$ cat src/rtl/regfile_2r1w_param.sv
// Parametrised 2-read/1-write register file with registered read ports.
// Optional write-to-read bypass and hardwired-zero register 0.
module regfile_2r1w_param #(
    parameter int DW      = 4,
    parameter int AW      = 2,
    parameter int ZERO_R0 = 0,
    parameter int BYPASS  = 1
) (
    input  logic          clk,
    input  logic          rst_n,
    input  logic [AW-1:0] rs,
    input  logic [AW-1:0] rt,
    input  logic          re,
    input  logic [AW-1:0] rw,
    input  logic [DW-1:0] dw,
    input  logic          rwe,
    output logic [DW-1:0] crs,
    output logic [DW-1:0] crt,
    output logic          wcol
);

    localparam int DEPTH = 2 ** AW;

    logic [DW-1:0] mem [DEPTH];
    logic          wr_en;
    logic          hit;
    logic [DW-1:0] next_s;
    logic [DW-1:0] next_t;

    // A write aimed at a hardwired-zero register 0 is silently dropped.
    assign wr_en = rwe && !((ZERO_R0 != 0) && (rw == '0));
    assign hit   = wr_en && ((rw == rs) || (rw == rt));

    always_comb begin
        next_s = mem[rs];
        if ((BYPASS != 0) && rwe && (rw == rs)) next_s = dw;
        if ((ZERO_R0 != 0) && (rs == '0))       next_s = '0;
    end

    always_comb begin
        next_t = mem[rt];
        if ((BYPASS != 0) && rwe && (rw == rt)) next_t = dw;
        if ((ZERO_R0 != 0) && (rt == '0))       next_t = '0;
    end

    always_ff @(posedge clk or negedge rst_n) begin
        if (!rst_n) begin
            for (int i = 0; i < DEPTH; i++) mem[i] <= '0;
        end else if (wr_en) begin
            mem[rw] <= dw;
        end
    end

    // Read registers hold their value whenever re is low.
    always_ff @(posedge clk or negedge rst_n) begin
        if (!rst_n) begin
            crs  <= '0;
            crt  <= '0;
            wcol <= 1'b0;
        end else if (re) begin
            crs  <= next_s;
            crt  <= next_t;
            wcol <= hit;
        end
    end

endmodule

$ cat config.mk
export PLATFORM = sky130hd
export DESIGN_NAME = regfile_2r1w_param
export DESIGN_NICKNAME = d
export VERILOG_FILES = /design/src/rtl/regfile_2r1w_param.sv
export SDC_FILE = /design/constraint.sdc
export NUM_CORES = 1
export LEC_CHECK = 0
export BUFFER_PORTS_ARGS = -buffer_cell sky130_fd_sc_hd__buf_2
export CAP_MARGIN = 20
export CORE_MARGIN = 4
export CORE_UTILIZATION = 40
export DETAILED_ROUTE_END_ITERATION = 8
export SLEW_MARGIN = 20
export SYNTH_ARGS = -nofsm -noshare
export SYNTH_HDL_FRONTEND = slang
export SYNTH_SLANG_ARGS = --single-unit
$ cat constraint.sdc
create_clock -name clk -period 1.58 [get_ports clk]
set_input_delay 0.158 -clock clk [delete_from_list [all_inputs] [get_ports clk]]
set_output_delay 0.158 -clock clk [all_outputs]
set_load 0.02 [all_outputs]
### Yosys cells after proc, flatten, opt, wreduce, memory -nomap -nowiden

Cells that the tools add are included.

* bitwise logic cells: 3
* magnitude comparators: 4
* muxes and demuxes: 11
* equality and inequality tests: 2
* reduce and logical (&&, ||, !) cells: 5

Operators with widths (count)
* 4-bit two-way mux: 7
* 4-bit binary-select mux with 2-bit select: 2
* 16-bit bitwise mux: 1
* 3-bit >= comparator (second input constant): 3
* 2-bit NOT with 3-bit output: 3
* 4-bit demux with 2-bit select: 1
* 2-bit equality test: 2
* 1-bit logical AND: 4
* 3-bit by 1-bit less-than comparator with 1-bit output (second input constant): 1
* 1-bit logical OR: 1

* register bits after elaboration: 25
* output and inout port bits: 9

### Logic depth before layout (Yosys ltp)

* depth in word-level cells: 6
* depth in mapped cells: 4

### Least setup slack after synthesis

OpenSTA, ideal clock, no wires.

* path kind: register to register
* from: register mem[0] in the netlist's numbering
* to: register crt[0]
* slack: 0.463 ns
* path buffers: 0
* required time: 1.439 ns
* cell stages (with the launch flop): 4
* data arrival time: 0.976 ns
* cells stage by stage: dfrtp_1 -> mux4_2 -> o31ai_1 -> a31oi_1

* longest elaborated chain between the ends: 4

Ends and longest elaborated chain
* start: declaration: line 24 `logic [DW-1:0] mem [DEPTH];`
* start signal: indexed assignment: line 50 `mem[rw] <= dw;`
* 4-bit binary-select mux with 2-bit select: line 41 `next_t = mem[rt];`
* 4-bit two-way mux (implied by the code) (2 in a row): line 41
* 4-bit two-way mux: line 42 `if ((BYPASS != 0) && rwe && (rw == rt)) next_t = dw;`
* end signal: assignment: line 62 `crt <= next_t;`
* end: declaration: line 18 `output logic [DW-1:0] crt,`

No other way between the ends. The select of a mux whose other input is x is not followed.
A chain may end at the register's enable or synchronous reset.

### Final worst setup path

* from: register mem[7] in the netlist's numbering
* to: register crs[3]

* longest elaborated chain between the ends: 4

Ends and longest elaborated chain
* 4-bit binary-select mux with 2-bit select: line 35 `next_s = mem[rs];`
* 4-bit two-way mux (implied by the code) (2 in a row): line 35
* 4-bit two-way mux: line 36 `if ((BYPASS != 0) && rwe && (rw == rs)) next_s = dw;`
* end signal: assignment: line 61 `crs <= next_s;`
* end: declaration: line 17 `output logic [DW-1:0] crs,`

No other way between the ends. The select of a mux whose other input is x is not followed.

==> out/metrics.cfg <==
[critical_path]
critPathArrivalTime_ns=1.47
cpLargestDelayFamily=multiplexers
critPathSlowestCell=mux4_2
startpoint_type=flip-flop
cp_max_fo=3
critical_path_required_ns=1.79
crit_chain=mux4_2 > o31ai_1 > a31oi_1
setup.worst_path.end_class=flip-flop
crit_buf_inv=0
critPathMaxStageDelay_ns=0.50
crit_type=flip-flop to flip-flop

[clock_network]
htree_num_levels=1
cts_tree=done
clk-insertion-delay-late_ns=0.33
post-cts-setup-buffer-count=0
clock-sinks=25
cts_hold_buffers=1
cts-buffers-inserted=3
ctsLongestPathBuffers=2
path_clk_slew_ns=0.14
cts-root-buf=clkbuf_4
cts_resized=0

[placed_design]
dp_slack_ns=0.2828
globalplace.congestion=0.8104
numPortBuffers=22

[timing]
relSlewSlack_pct=62.64
skew_ns=0.009527
post-route-period-util_pct=79.65
rsz0062_at_grt=no
worst_pin_slew_ns=0.5603
final.min_clock_period_ns=1.258
setup-tns-final_ns=0
setup_viol=0
max_freq_mhz=794.6
slew_violations=0
fin_ws_ns=0.3216
hold_viol_final=0

[global_routing]
grt_first_pass_wirelength_um=5106
grt_max_degree=26
grt_pass1_vias=1000
grt_overflow=0
antenna_found_initial=0
grt.total_usage_pct=15.43

[die]
die_h_um=66.58
rows=21
die_area_um2=4433
die_w_um=66.58
initial_core_util_pct=41.13
num_io_pins=23
core_um2=3337

[yosys]
syn_nets=121
synth.top_cell.area_share_pct=45.58
yosysSeqAreaShare_pct=45.58
postSynthAreaPerCell_um2=12.83
ys.warnings.count=0
synthTopCellsByArea=dfrtp_1 (46%), mux2_2 (13%), mux4_2 (13%)
syn_area_um2=1373
ys_ff_latch=25
synth_cell_types=16
syn_inst=107
synth_top_area_cell=dfrtp_1

[route]
drtIter0Drc=38
wl_um=2908
num_vias=947
avgRoutedWirePerCell_um=17.01
first_pass_iters=4
drcViolationCount=0
routed_via_density=5.538
drtAntennaViolNets=0

[cells_and_area]
finalNetCount=140
drive_above_1_share_pct=40.80
antenna_cells=0
areaGrowthSynthToFinish_pct=10.03

[run_status]
status=finished clean

[power]
power_density_nw_per_um2=1066
leakage_nw=0.6029
ir_drop_mv=0.4342

[min_path]
hold_class=input port to flip-flop

[job]
cap_viol_max_count=0

## cell usage after synthesis
master	count
nor2_1	9
mux4_2	8
buf_6	4
mux2_2	16
xnor2_1	4
nand3_1	3
clkbuf_1	3
buf_2	2
dfrtp_1	25
inv_2	1
nand3b_1	2
a31oi_1	9
nor3_4	1
nand4_1	8
o31ai_1	8
xor2_1	4
## through the flow
step,power [mW],hold WS (ns),utilization [%],std cells,instance area (µm²)
final,1.610,0.1476,45.26,171,1510
after detailed placement,1.329,0.1862,44.17,166,1474
after global routing,1.724,0.1220,45.26,171,1510
after CTS,1.627,0.1410,45.26,171,1510
after global placement,1.311,0.1708,44.17,166,1474
after floorplan,1.185,-0.1376,-,107,1373
## flip-flops by register name (all words and copies together), names as in the netlist
name / count
crs: 4
crt: 4
mem: 16
wcol: 1
## where the power goes
part	switching (mW)	internal (mW)	total, mW
registers	0.0763	0.761	0.838
clock network	0.200	0.0992	0.300
logic	0.242	0.231	0.473
## area by class of cell
cell class | count | area, µm²
clock buffer | 4 | 26.28
fill | 337 | 1827
inverter | 1 | 3.754
multi-input combinational | 72 | 676.9
sequential | 25 | 625.6
tap | 46 | 57.56
timing repair buffer | 23 | 120.1
## routing by layer
| layer | wire length [µm] | global-route usage [%] | up-vias | share of wire, % |
|---|---|---|---|---|
| met5 | 0 | 0 | - | 0 |
| met4 | 45 | 5.330 | 0 | 1.5 |
| met3 | 141 | 2.867 | 5 | 4.8 |
| met2 | 1365 | 24.38 | 25 | 47 |
| met1 | 1356 | 21.17 | 471 | 47 |
| li1 | - | - | 446 | - |
## cell families after synthesis
family          Yosys count  synth area share [%]
flops                    25                 45.58
buf+inv                  10                 5.104
simple gates             23                 9.480
compound gates           17                 8.478
xor+xnor                  8                 5.104
mux                      24                 26.25
## worst reg2reg max path: stages, from the launching register on
cell and delay [ns]:
dfrtp_1 0.42, mux4_2 0.50, o31ai_1 0.10, a31oi_1 0.12
## cell usage in the layout (no fill, tap or decap)
| cell | Yosys | routed |
|---|---|---|
| nand3_1 | 3 | 3 |
| clkbuf_1 | 3 | 1 |
| xor2_1 | 4 | 4 |
| nand4_1 | 8 | 8 |
| o31ai_1 | 8 | 8 |
| nor3_4 | 1 | 1 |
| clkbuf_4 | 0 | 3 |
| nor2_1 | 9 | 9 |
| mux2_2 | 16 | 16 |
| a31oi_1 | 9 | 9 |
| mux4_2 | 8 | 8 |
| buf_2 | 2 | 22 |
| dlygate4sd3_1 | 0 | 1 |
| xnor2_1 | 4 | 4 |
| inv_2 | 1 | 1 |
| dfrtp_1 | 25 | 25 |
| nand3b_1 | 2 | 2 |
## worst paths after layout
check,startpoint,to,slack [ns],cells past startpoint
setup / recovery,mem[7],crs[3],0.32,3
hold / removal,dw[2],mem[10],0.15,2
setup reg to reg,mem[7],crs[3],0.32,3
hold reg to reg,mem[6],mem[6],0.55,1
max in group asynchronous,rst_n,mem[2],0.87,2
min in group asynchronous,rst_n,crs[1],0.33,2
(Power assumes the default switching activity.)
